<file path="config.mk">
export PLATFORM = sky130hd
export DESIGN_NAME = k005292_sync_receiver_flat
export DESIGN_NICKNAME = d
export VERILOG_FILES = /design/src/rtl/k005292_sync_receiver_if.sv /design/src/rtl/k005292_sync_receiver.sv /design/src/flat_wrapper.sv
export SDC_FILE = /design/constraint.sdc
export NUM_CORES = 1
export LEC_CHECK = 0
export BUFFER_PORTS_ARGS = -buffer_cell sky130_fd_sc_hd__buf_2
export CAP_MARGIN = 20
export CORE_UTILIZATION = 30
export DETAILED_ROUTE_END_ITERATION = 6
export GPL_ROUTABILITY_DRIVEN = 0
export SLEW_MARGIN = 20
export SYNTH_ARGS = -nofsm -noshare
export SYNTH_HDL_FRONTEND = slang
export SYNTH_SLANG_ARGS = --single-unit
export TNS_END_PERCENT = 30
</file>
<file path="constraint.sdc">
create_clock -name i_EMU_MCLK -period 6.7 [get_ports i_EMU_MCLK]
set_clock_uncertainty 0.2 [all_clocks]
set_input_delay 1.675 -clock i_EMU_MCLK [delete_from_list [all_inputs] [get_ports i_EMU_MCLK]]
set_output_delay 1.675 -clock i_EMU_MCLK [all_outputs]
set_load 0.01 [all_outputs]
</file>
<file path="src/rtl/k005292_sync_receiver_if.sv">
// Sync-receiver signal bundle: composite sync in, recovered raster position out.
interface k005292_sync_receiver_if;
  logic       i_CSYNC_n;
  logic       i_HBLANK_n;
  logic [8:0] o_HCOUNT;
  logic [8:0] o_VCOUNT;
  logic       o_HBLANK_n;
  logic       o_VSYNC_n;
  logic       o_LOCKED;
  logic       o_VSYNC_DET;
  logic [8:0] o_FRAME_LINES;
  logic       o_BLANK_ERR;

  // Video source side (timing generator / stimulus)
  modport master (
    output i_CSYNC_n, i_HBLANK_n,
    input  o_HCOUNT, o_VCOUNT, o_HBLANK_n, o_VSYNC_n, o_LOCKED,
           o_VSYNC_DET, o_FRAME_LINES, o_BLANK_ERR
  );

  // Receiver side
  modport slave (
    input  i_CSYNC_n, i_HBLANK_n,
    output o_HCOUNT, o_VCOUNT, o_HBLANK_n, o_VSYNC_n, o_LOCKED,
           o_VSYNC_DET, o_FRAME_LINES, o_BLANK_ERR
  );
endinterface

</file>
<file path="src/rtl/k005292_sync_receiver.sv">
// Composite-sync receiver: classifies CSYNC low pulses, runs a flywheel H/V
// counter aligned to the transmitter and qualifies lock with SEARCH/ACQUIRE/LOCKED.
module k005292_sync_receiver (
  input  logic                     i_EMU_MCLK,
  input  logic                     i_MRST_n,
  input  logic                     i_EMU_CLK6MPCEN_n,
  k005292_sync_receiver_if.slave   bus
);

  typedef enum logic [1:0] {SEARCH, ACQUIRE, LOCKED} state_e;

  state_e      state_q, state_d;
  logic [8:0]  hcnt_q, hcnt_d;
  logic [8:0]  vcnt_q, vcnt_d;
  logic [8:0]  line_q, line_d;
  logic [8:0]  frame_q, frame_d;
  logic [11:0] run_q, run_d;
  logic [3:0]  good_q, good_d;
  logic [2:0]  miss_q, miss_d;
  logic        prev_q, prev_d;
  logic        vdet_q, vdet_d;
  logic        berr_q, berr_d;

  logic        ce;
  logic        rise;
  logic        hs_edge;
  logic        vs_edge;
  logic        sync_edge;
  logic        match;
  logic        line_tick;
  logic [8:0]  hnext;

  assign ce        = ~i_EMU_CLK6MPCEN_n;
  // Run length is the pre-update run counter at the enable that sees CSYNC return high
  assign rise      = bus.i_CSYNC_n & ~prev_q;
  assign hs_edge   = rise && (run_q >= 12'd16)   && (run_q <= 12'd63);
  assign vs_edge   = rise && (run_q >= 12'd1024) && (run_q <= 12'd4094);
  assign sync_edge = hs_edge | vs_edge;
  assign match     = sync_edge && (hcnt_q == 9'd208);
  assign line_tick = (hcnt_q == 9'd175);
  assign hnext     = (hcnt_q == 9'd511) ? 9'd128 : hcnt_q + 9'd1;

  // Pulse measurement, vertical flywheel, frame length and blanking check
  always_comb begin
    run_d   = bus.i_CSYNC_n ? '0 : ((run_q == '1) ? run_q : run_q + 12'd1);
    prev_d  = bus.i_CSYNC_n;
    vcnt_d  = vcnt_q;
    line_d  = line_q;
    frame_d = frame_q;
    vdet_d  = 1'b0;
    berr_d  = berr_q | ((state_q == LOCKED) && (bus.i_HBLANK_n != hcnt_q[8]));
    if (line_tick) begin
      vcnt_d = (vcnt_q == 9'd511) ? 9'd248 : vcnt_q + 9'd1;
      line_d = (line_q == '1) ? line_q : line_q + 9'd1;
    end
    // A vertical sync end overrides the line tick
    if (vs_edge) begin
      vcnt_d  = 9'd256;
      line_d  = '0;
      frame_d = line_q;
      vdet_d  = 1'b1;
    end
  end

  // Lock state machine and horizontal flywheel (re)alignment
  always_comb begin
    state_d = state_q;
    good_d  = good_q;
    miss_d  = miss_q;
    hcnt_d  = hnext;
    unique case (state_q)
      SEARCH: begin
        if (sync_edge) begin
          hcnt_d  = 9'd209;
          good_d  = '0;
          state_d = ACQUIRE;
        end
      end
      ACQUIRE: begin
        if (match) begin
          good_d = good_q + 4'd1;
          if (good_q == 4'd7) begin
            state_d = LOCKED;
            miss_d  = '0;
          end
        end else if (rise) begin
          good_d = '0;
          hcnt_d = 9'd209;
        end
      end
      LOCKED: begin
        if (match) begin
          miss_d = '0;
        end else if (rise) begin
          miss_d = miss_q + 3'd1;
          if (miss_q == 3'd3) state_d = SEARCH;
        end
      end
      default: state_d = SEARCH;
    endcase
    // A stuck-low CSYNC means the source is gone
    if ((state_q != SEARCH) && (run_d == '1)) state_d = SEARCH;
  end

  // State register
  always_ff @(posedge i_EMU_MCLK or negedge i_MRST_n) begin
    if (!i_MRST_n) begin
      state_q <= SEARCH;
      good_q  <= '0;
      miss_q  <= '0;
      hcnt_q  <= 9'd128;
    end else if (ce) begin
      state_q <= state_d;
      good_q  <= good_d;
      miss_q  <= miss_d;
      hcnt_q  <= hcnt_d;
    end
  end

  // Datapath registers
  always_ff @(posedge i_EMU_MCLK or negedge i_MRST_n) begin
    if (!i_MRST_n) begin
      run_q   <= '0;
      prev_q  <= 1'b1;
      vcnt_q  <= 9'd248;
      line_q  <= '0;
      frame_q <= '0;
      vdet_q  <= 1'b0;
      berr_q  <= 1'b0;
    end else if (ce) begin
      run_q   <= run_d;
      prev_q  <= prev_d;
      vcnt_q  <= vcnt_d;
      line_q  <= line_d;
      frame_q <= frame_d;
      vdet_q  <= vdet_d;
      berr_q  <= berr_d;
    end
  end

  assign bus.o_HCOUNT      = hcnt_q;
  assign bus.o_VCOUNT      = vcnt_q;
  assign bus.o_HBLANK_n    = hcnt_q[8];
  assign bus.o_VSYNC_n     = vcnt_q[8];
  assign bus.o_LOCKED      = (state_q == LOCKED);
  assign bus.o_VSYNC_DET   = vdet_q;
  assign bus.o_FRAME_LINES = frame_q;
  assign bus.o_BLANK_ERR   = berr_q;

endmodule
</file>
<file path="src/flat_wrapper.sv">
// flat-port wrapper written by rule: the top's interface ports become plain ports
module k005292_sync_receiver_flat 
  (i_EMU_MCLK, i_MRST_n, i_EMU_CLK6MPCEN_n, bus_i_CSYNC_n, bus_i_HBLANK_n, bus_o_HCOUNT, bus_o_VCOUNT, bus_o_HBLANK_n, bus_o_VSYNC_n, bus_o_LOCKED, bus_o_VSYNC_DET, bus_o_FRAME_LINES, bus_o_BLANK_ERR);
  k005292_sync_receiver_if bus_i ();
  input  logic i_EMU_MCLK;
  input  logic i_MRST_n;
  input  logic i_EMU_CLK6MPCEN_n;
  input wire logic [$bits(bus_i.i_CSYNC_n)-1:0] bus_i_CSYNC_n;
  input wire logic [$bits(bus_i.i_HBLANK_n)-1:0] bus_i_HBLANK_n;
  output wire logic [$bits(bus_i.o_HCOUNT)-1:0] bus_o_HCOUNT;
  output wire logic [$bits(bus_i.o_VCOUNT)-1:0] bus_o_VCOUNT;
  output wire logic [$bits(bus_i.o_HBLANK_n)-1:0] bus_o_HBLANK_n;
  output wire logic [$bits(bus_i.o_VSYNC_n)-1:0] bus_o_VSYNC_n;
  output wire logic [$bits(bus_i.o_LOCKED)-1:0] bus_o_LOCKED;
  output wire logic [$bits(bus_i.o_VSYNC_DET)-1:0] bus_o_VSYNC_DET;
  output wire logic [$bits(bus_i.o_FRAME_LINES)-1:0] bus_o_FRAME_LINES;
  output wire logic [$bits(bus_i.o_BLANK_ERR)-1:0] bus_o_BLANK_ERR;
  assign bus_i.i_CSYNC_n = bus_i_CSYNC_n;
  assign bus_i.i_HBLANK_n = bus_i_HBLANK_n;
  assign bus_o_HCOUNT = bus_i.o_HCOUNT;
  assign bus_o_VCOUNT = bus_i.o_VCOUNT;
  assign bus_o_HBLANK_n = bus_i.o_HBLANK_n;
  assign bus_o_VSYNC_n = bus_i.o_VSYNC_n;
  assign bus_o_LOCKED = bus_i.o_LOCKED;
  assign bus_o_VSYNC_DET = bus_i.o_VSYNC_DET;
  assign bus_o_FRAME_LINES = bus_i.o_FRAME_LINES;
  assign bus_o_BLANK_ERR = bus_i.o_BLANK_ERR;
  k005292_sync_receiver u_core (.i_EMU_MCLK(i_EMU_MCLK), .i_MRST_n(i_MRST_n), .i_EMU_CLK6MPCEN_n(i_EMU_CLK6MPCEN_n), .bus(bus_i));
endmodule
</file>
Word level (Yosys, flattened, before mapping)

Cells that the tools add are included.

Register bits: 60
Output and inout bits: 32
Word-level logic and storage cells: 99

Magnitude comparators: 4
$add $sub $neg: 6
Reduce and logical (&&, ||, !) cells: 18
Bitwise logic cells: 5
Eq/ne operators: 24
Muxes and demuxes: 31

Operator list:

| cell                    | number |
|---|---|
| $mux W9                 | 10 |
| $add A9 B1 Y9 const B   | 3 |
| $eq A9 B9 Y1 const B    | 3 |
| $eq A12 B12 Y1 const B  | 2 |
| $mux W12                | 2 |
| $ne A3 B1 Y1 const B    | 7 |
| $eq A9 B8 Y1 const B    | 2 |
| $pmux W9 S2             | 1 |
| $mux W2                 | 7 |
| $add A12 B1 Y12 const B | 1 |
| $ge A12 B11 Y1 const B  | 1 |
| $ge A12 B5 Y1 const B   | 1 |
| $le A12 B12 Y1 const B  | 1 |
| $le A12 B6 Y1 const B   | 1 |
| $mux W3                 | 4 |
| $mux W4                 | 3 |
| $ne A2 B1 Y1 const B    | 4 |
| $pmux W4 S2             | 1 |
| $reduce_bool A2 Y1      | 4 |
| $logic_and A1 B1 Y1     | 7 |
| $reduce_and A7 Y1       | 1 |
| $pmux W2 S3             | 1 |
| $pmux W3 S2             | 1 |
| $reduce_and A5 Y1       | 1 |
| other kinds (16)        | 19 |

Depth between registers and ports, before layout

Depth after elaboration: 9
Depth in mapped cells: 9

Worst setup path after synthesis

Ideal clock, no wire load.

Path kind: input-to-reg
From: input bus_i_CSYNC_n
To: register u_core.miss_q[1]
Stages: 7
Data required time: 6375 ps
Setup time: 125 ps
Path slack: 3073 ps
Arrival: 3302 ps
Path buffers: 1
Cells stage by stage: clkbuf_1 -> nand2b_1 -> nor4_4 -> a22o_4 -> a21oi_2 -> nor3b_4 -> mux2_2

Cells in the longest elaborated chain, start to end: 7

Ends and longest elaborated chain:

| element                                                                  | RTL line                                                 | source |
|---|---|---|
| start, declared                                                          | flat_wrapper.sv:8                                        | `input wire logic [$bits(bus_i.i_CSYNC_n)-1:0] bus_i_CSYNC_n;` |
| $and A1 B1 Y1 (*)                                                        | k005292_sync_receiver.sv:35                              | `assign rise = bus.i_CSYNC_n & ~prev_q;` |
| $logic_and A1 B1 Y1, on equally long branches (2 in a row)               | k005292_sync_receiver.sv:36, k005292_sync_receiver.sv:37 |  |
| $or A1 B1 Y1                                                             | k005292_sync_receiver.sv:38                              | `assign sync_edge = hs_edge \| vs_edge;` |
| $logic_and A1 B1 Y1                                                      | k005292_sync_receiver.sv:39                              | `assign match = sync_edge && (hcnt_q == 9'd208);` |
| $ne A3 B1 Y1 (no source line) (tied with other cells)                    | -                                                        |  |
| $reduce_and A5 Y1 (no source line) / $pmux W3 S2 (equally long branches) | -                                                        |  |
| end signal, assigned                                                     | k005292_sync_receiver.sv:115                             | `miss_q <= miss_d;` |
| end, declared                                                            | k005292_sync_receiver.sv:19                              | `logic [2:0] miss_q, miss_d;` |

Mark *: on every way between the ends. The rest lies on a longest branch, timed or not.
A chain may end at the register's enable or synchronous reset.

Worst setup path after layout

Ends and elaborated chain as after synthesis.

==> flow_summary.ini <==
[status]
run_status = complete, but fails checks
violations = design-rule violations

[global_route]
grt_pass1_wl_um = 14100
overall_track_demand_over_capacity_in_global_routing = 0.140
grt_start_max_net_pins = 61
grt-ovfl-total = 0
first_global_vias = 2901
antenna_found_initial = 0

[clock_network]
clockRootBuffer = clkbuf_16
cts-root-to-sink-buffers = 2
post_cts_buffers = 0
holdBufCountCts = 0
cts_resized = 0
cts_inserted_buffers = 9
cts_tree = done
clock_sink_count = 60
clk-insertion-delay-late_ps = 330
clkSlewWorstSetupHoldPaths_ps = 50
h-tree-depth = 3

[critical_path]
max_stage_delay_ps = 410
timing.critical_path.from_type = primary input
worst_setup_ep_type = flop
path_class = in -> reg
worstPathRequired_ps = 6710
largest_fanout_of_any_net_on_the_critical_path = 17
cell_at_the_slowest_stage_of_the_critical_path = nor4_4
arrival_ps = 3570
crit_chain = buf_2 -> nand2b_1 -> nor4_4 -> a22o_4 -> a21oi_2 -> nor3b_4 -> mux2_2

[die]
die_h_um = 112
die_width_um = 112
design.die.area_sq_um = 12600
core_region_area_sq_um = 11600
rows = 39
top_level_ports = 37
initial_utilization = 0.314

[pwr]
power.total_w = 0.00118
irDropWorstVdd_mv = 0.124
total_leakage_power_nw = 1.94
power_per_cell_area_nw_per_um2 = 279

[sta]
peak_freq_ghz = 0.281
finalMaxSlewViolations = 0
period_needed_ps = 3560
setup-tns-final_ps = 0
setup_violations = 0
worst_slew_margin_rel = 0.474
final_min_period_over_clock_period = 0.531
grt_setup_unrepaired = no
transition_time_at_the_pin_with_the_least_slew_margin_ps = 789
hold_viol = 0

[logic_synthesis]
asyncSetResetFlopFracSynth = 1.00
postSynthCellCount = 375
synth_sequential_area_ratio = 0.414
synth.most_common_cell = dfrtp_1
synth_top_cells_by_count = dfrtp_1, nor2_1, o21ai_0, nand2_1
synth_fp_nets = 396
yosysTopAreaCellShare = 0.364
top_ff_cell_synth = dfrtp_1
synthTopCellsByArea = dfrtp_1, ha_1, dfstp_2
netlist.top_cell.by_area = dfrtp_1
syn_avg_cell_area_sq_um = 9.72
syn-cell-area_sq_um = 3640
synth-seq-cells = 60
synth.distinct_cells = 69
synth_warnings = 0
number_of_enable_flip_flop_cells_after_synthesis = 0

[detailed_routing]
detail_route.vias_per_cell = 5.43
num_vias = 3006
drtAntennaViolNets = 0
drtIter0Drc = 277
drt_pass1_iterations = 6
drcViolationCount = 5
wl_per_cell_um = 14.8
detail_route.wirelength_um = 8200

[final_layout]
multi_input_comb_area_sq_um = 1980
post-route-cell-area_sq_um = 4240
seqCellArea_sq_um = 1510
n_antenna_cell = 0
syn2layout_area_growth_pct = 16.4
filler_cell_count = 1159
drive_above_1_share = 0.231
stdcell_count = 554
final_layout_net_count = 427

[place]
placed_cells_incl_taps = 538
port_buffers = 36
dpl.hpwl_um = 5690
detailed_place.area_sq_um = 3940

[run]
max-cap-violations = 0

[worst_hold_path]
worst_hold_path_type = reg -> reg
-- worst max-delay path, delay by kind of cell --
family          cells  cell delay (ps)
mux                 1              370
buf+inv             1              270
compound gates      2              340
simple gates        3              920
-- cell families after synthesis --
kind of cell,Yosys count,synth area share
AO/OA/AOI/OAI,99,0.188
multiplexers,16,0.0488
adder cells (fa/ha/maj),16,0.0549
flip-flops,60,0.414
AND/OR/NAND/NOR,142,0.240
buffers and inverters,37,0.0419
XOR/XNOR,5,0.0120
-- power by group --
group	switching (W)	leakage [nW]	internal (W)
sequential	0.0000501	0.786	0.000401
combinational	0.000151	1.02	0.000115
clock	0.000167	0.138	0.000298
-- final cells by class --
class | instances | share of cell area
flip-flops and latches | 60 | 0.356
repair buffers | 38 | 0.0460
multi-input cells | 278 | 0.467
clock inverters | 5 | 0.0145
well taps | 143 | 0.0422
inverters | 19 | 0.0168
clock buffers | 11 | 0.0572
-- through the flow --
stage	utilization	hold slack [ps]	worst slack, ps
after floorplan	-	276	3070
after global placement	0.339	262	2730
after detailed placement	0.339	275	2570
after CTS	0.365	288	2930
after global routing	0.365	314	2970
final	0.365	279	3140
-- sequential cells by signal, indices dropped and copies added (netlist names) --
| signal | count |
|---|---|
| u_core.run_q | 12 |
| u_core.bus.o_VSYNC_DET | 1 |
| u_core.line_q | 9 |
| u_core.bus.o_VCOUNT | 9 |
| u_core.prev_q | 1 |
| u_core.miss_q | 3 |
| u_core.state_q | 2 |
| u_core.bus.o_HCOUNT | 9 |
| u_core.bus.o_FRAME_LINES | 9 |
| u_core.bus.o_BLANK_ERR | 1 |
| u_core.good_q | 4 |
-- layout by cell type, fill, tap and decap left out, types with 3 or more instances in the layout --
| master | netlist | final |
|---|---|---|
| nand2b_1 | 3 | 3 |
| nor2_1 | 36 | 36 |
| nor2b_1 | 6 | 6 |
| nor4_1 | 3 | 3 |
| o22a_1 | 5 | 5 |
| ha_1 | 16 | 16 |
| nand2_1 | 28 | 28 |
| nor3_1 | 6 | 6 |
| inv_1 | 18 | 18 |
| or3_1 | 3 | 3 |
| clkbuf_16 | 0 | 9 |
| a31oi_1 | 5 | 5 |
| mux2_2 | 13 | 13 |
| dfstp_2 | 7 | 7 |
| a21oi_1 | 18 | 18 |
| clkinvlp_4 | 0 | 3 |
| o21ai_0 | 34 | 33 |
| nand4_1 | 5 | 5 |
| a22o_1 | 6 | 6 |
| buf_2 | 5 | 36 |
| nand3_1 | 9 | 9 |
| xor2_1 | 5 | 5 |
| o41ai_1 | 4 | 4 |
| a41oi_1 | 4 | 4 |
| nand4b_1 | 3 | 3 |
| and3_1 | 14 | 14 |
| dfrtp_1 | 53 | 53 |
-- worst paths after layout --
path,start,endpoint,slack (ps),cells after the start
hold / removal,u_core.bus.o_VSYNC_DET$_DFFE_PN0N_,u_core.bus.o_VSYNC_DET$_DFFE_PN0N_,280,1
hold reg to reg,u_core.bus.o_VSYNC_DET$_DFFE_PN0N_,u_core.bus.o_VSYNC_DET$_DFFE_PN0N_,280,1
setup reg to reg,u_core.run_q[8]$_DFFE_PN0N_,u_core.miss_q[1]$_DFFE_PN0P_,3990,6
min in group asynchronous,i_MRST_n,u_core.run_q[9]$_DFFE_PN0N_,1270,2
setup / recovery,bus_i_CSYNC_n,u_core.miss_q[1]$_DFFE_PN0P_,3140,7
max in group asynchronous,i_MRST_n,u_core.run_q[6]$_DFFE_PN0N_,4470,2
-- per-layer routing --
metal	vias to the layer above	track usage	share of wire
met5	-	0	0
met4	0	0.0444	0.012
met3	9	0.0383	0.050
met2	62	0.227	0.48
met1	1477	0.182	0.46
li1	1458	-	-
No activity file was read; power rests on OpenSTA's default activity.
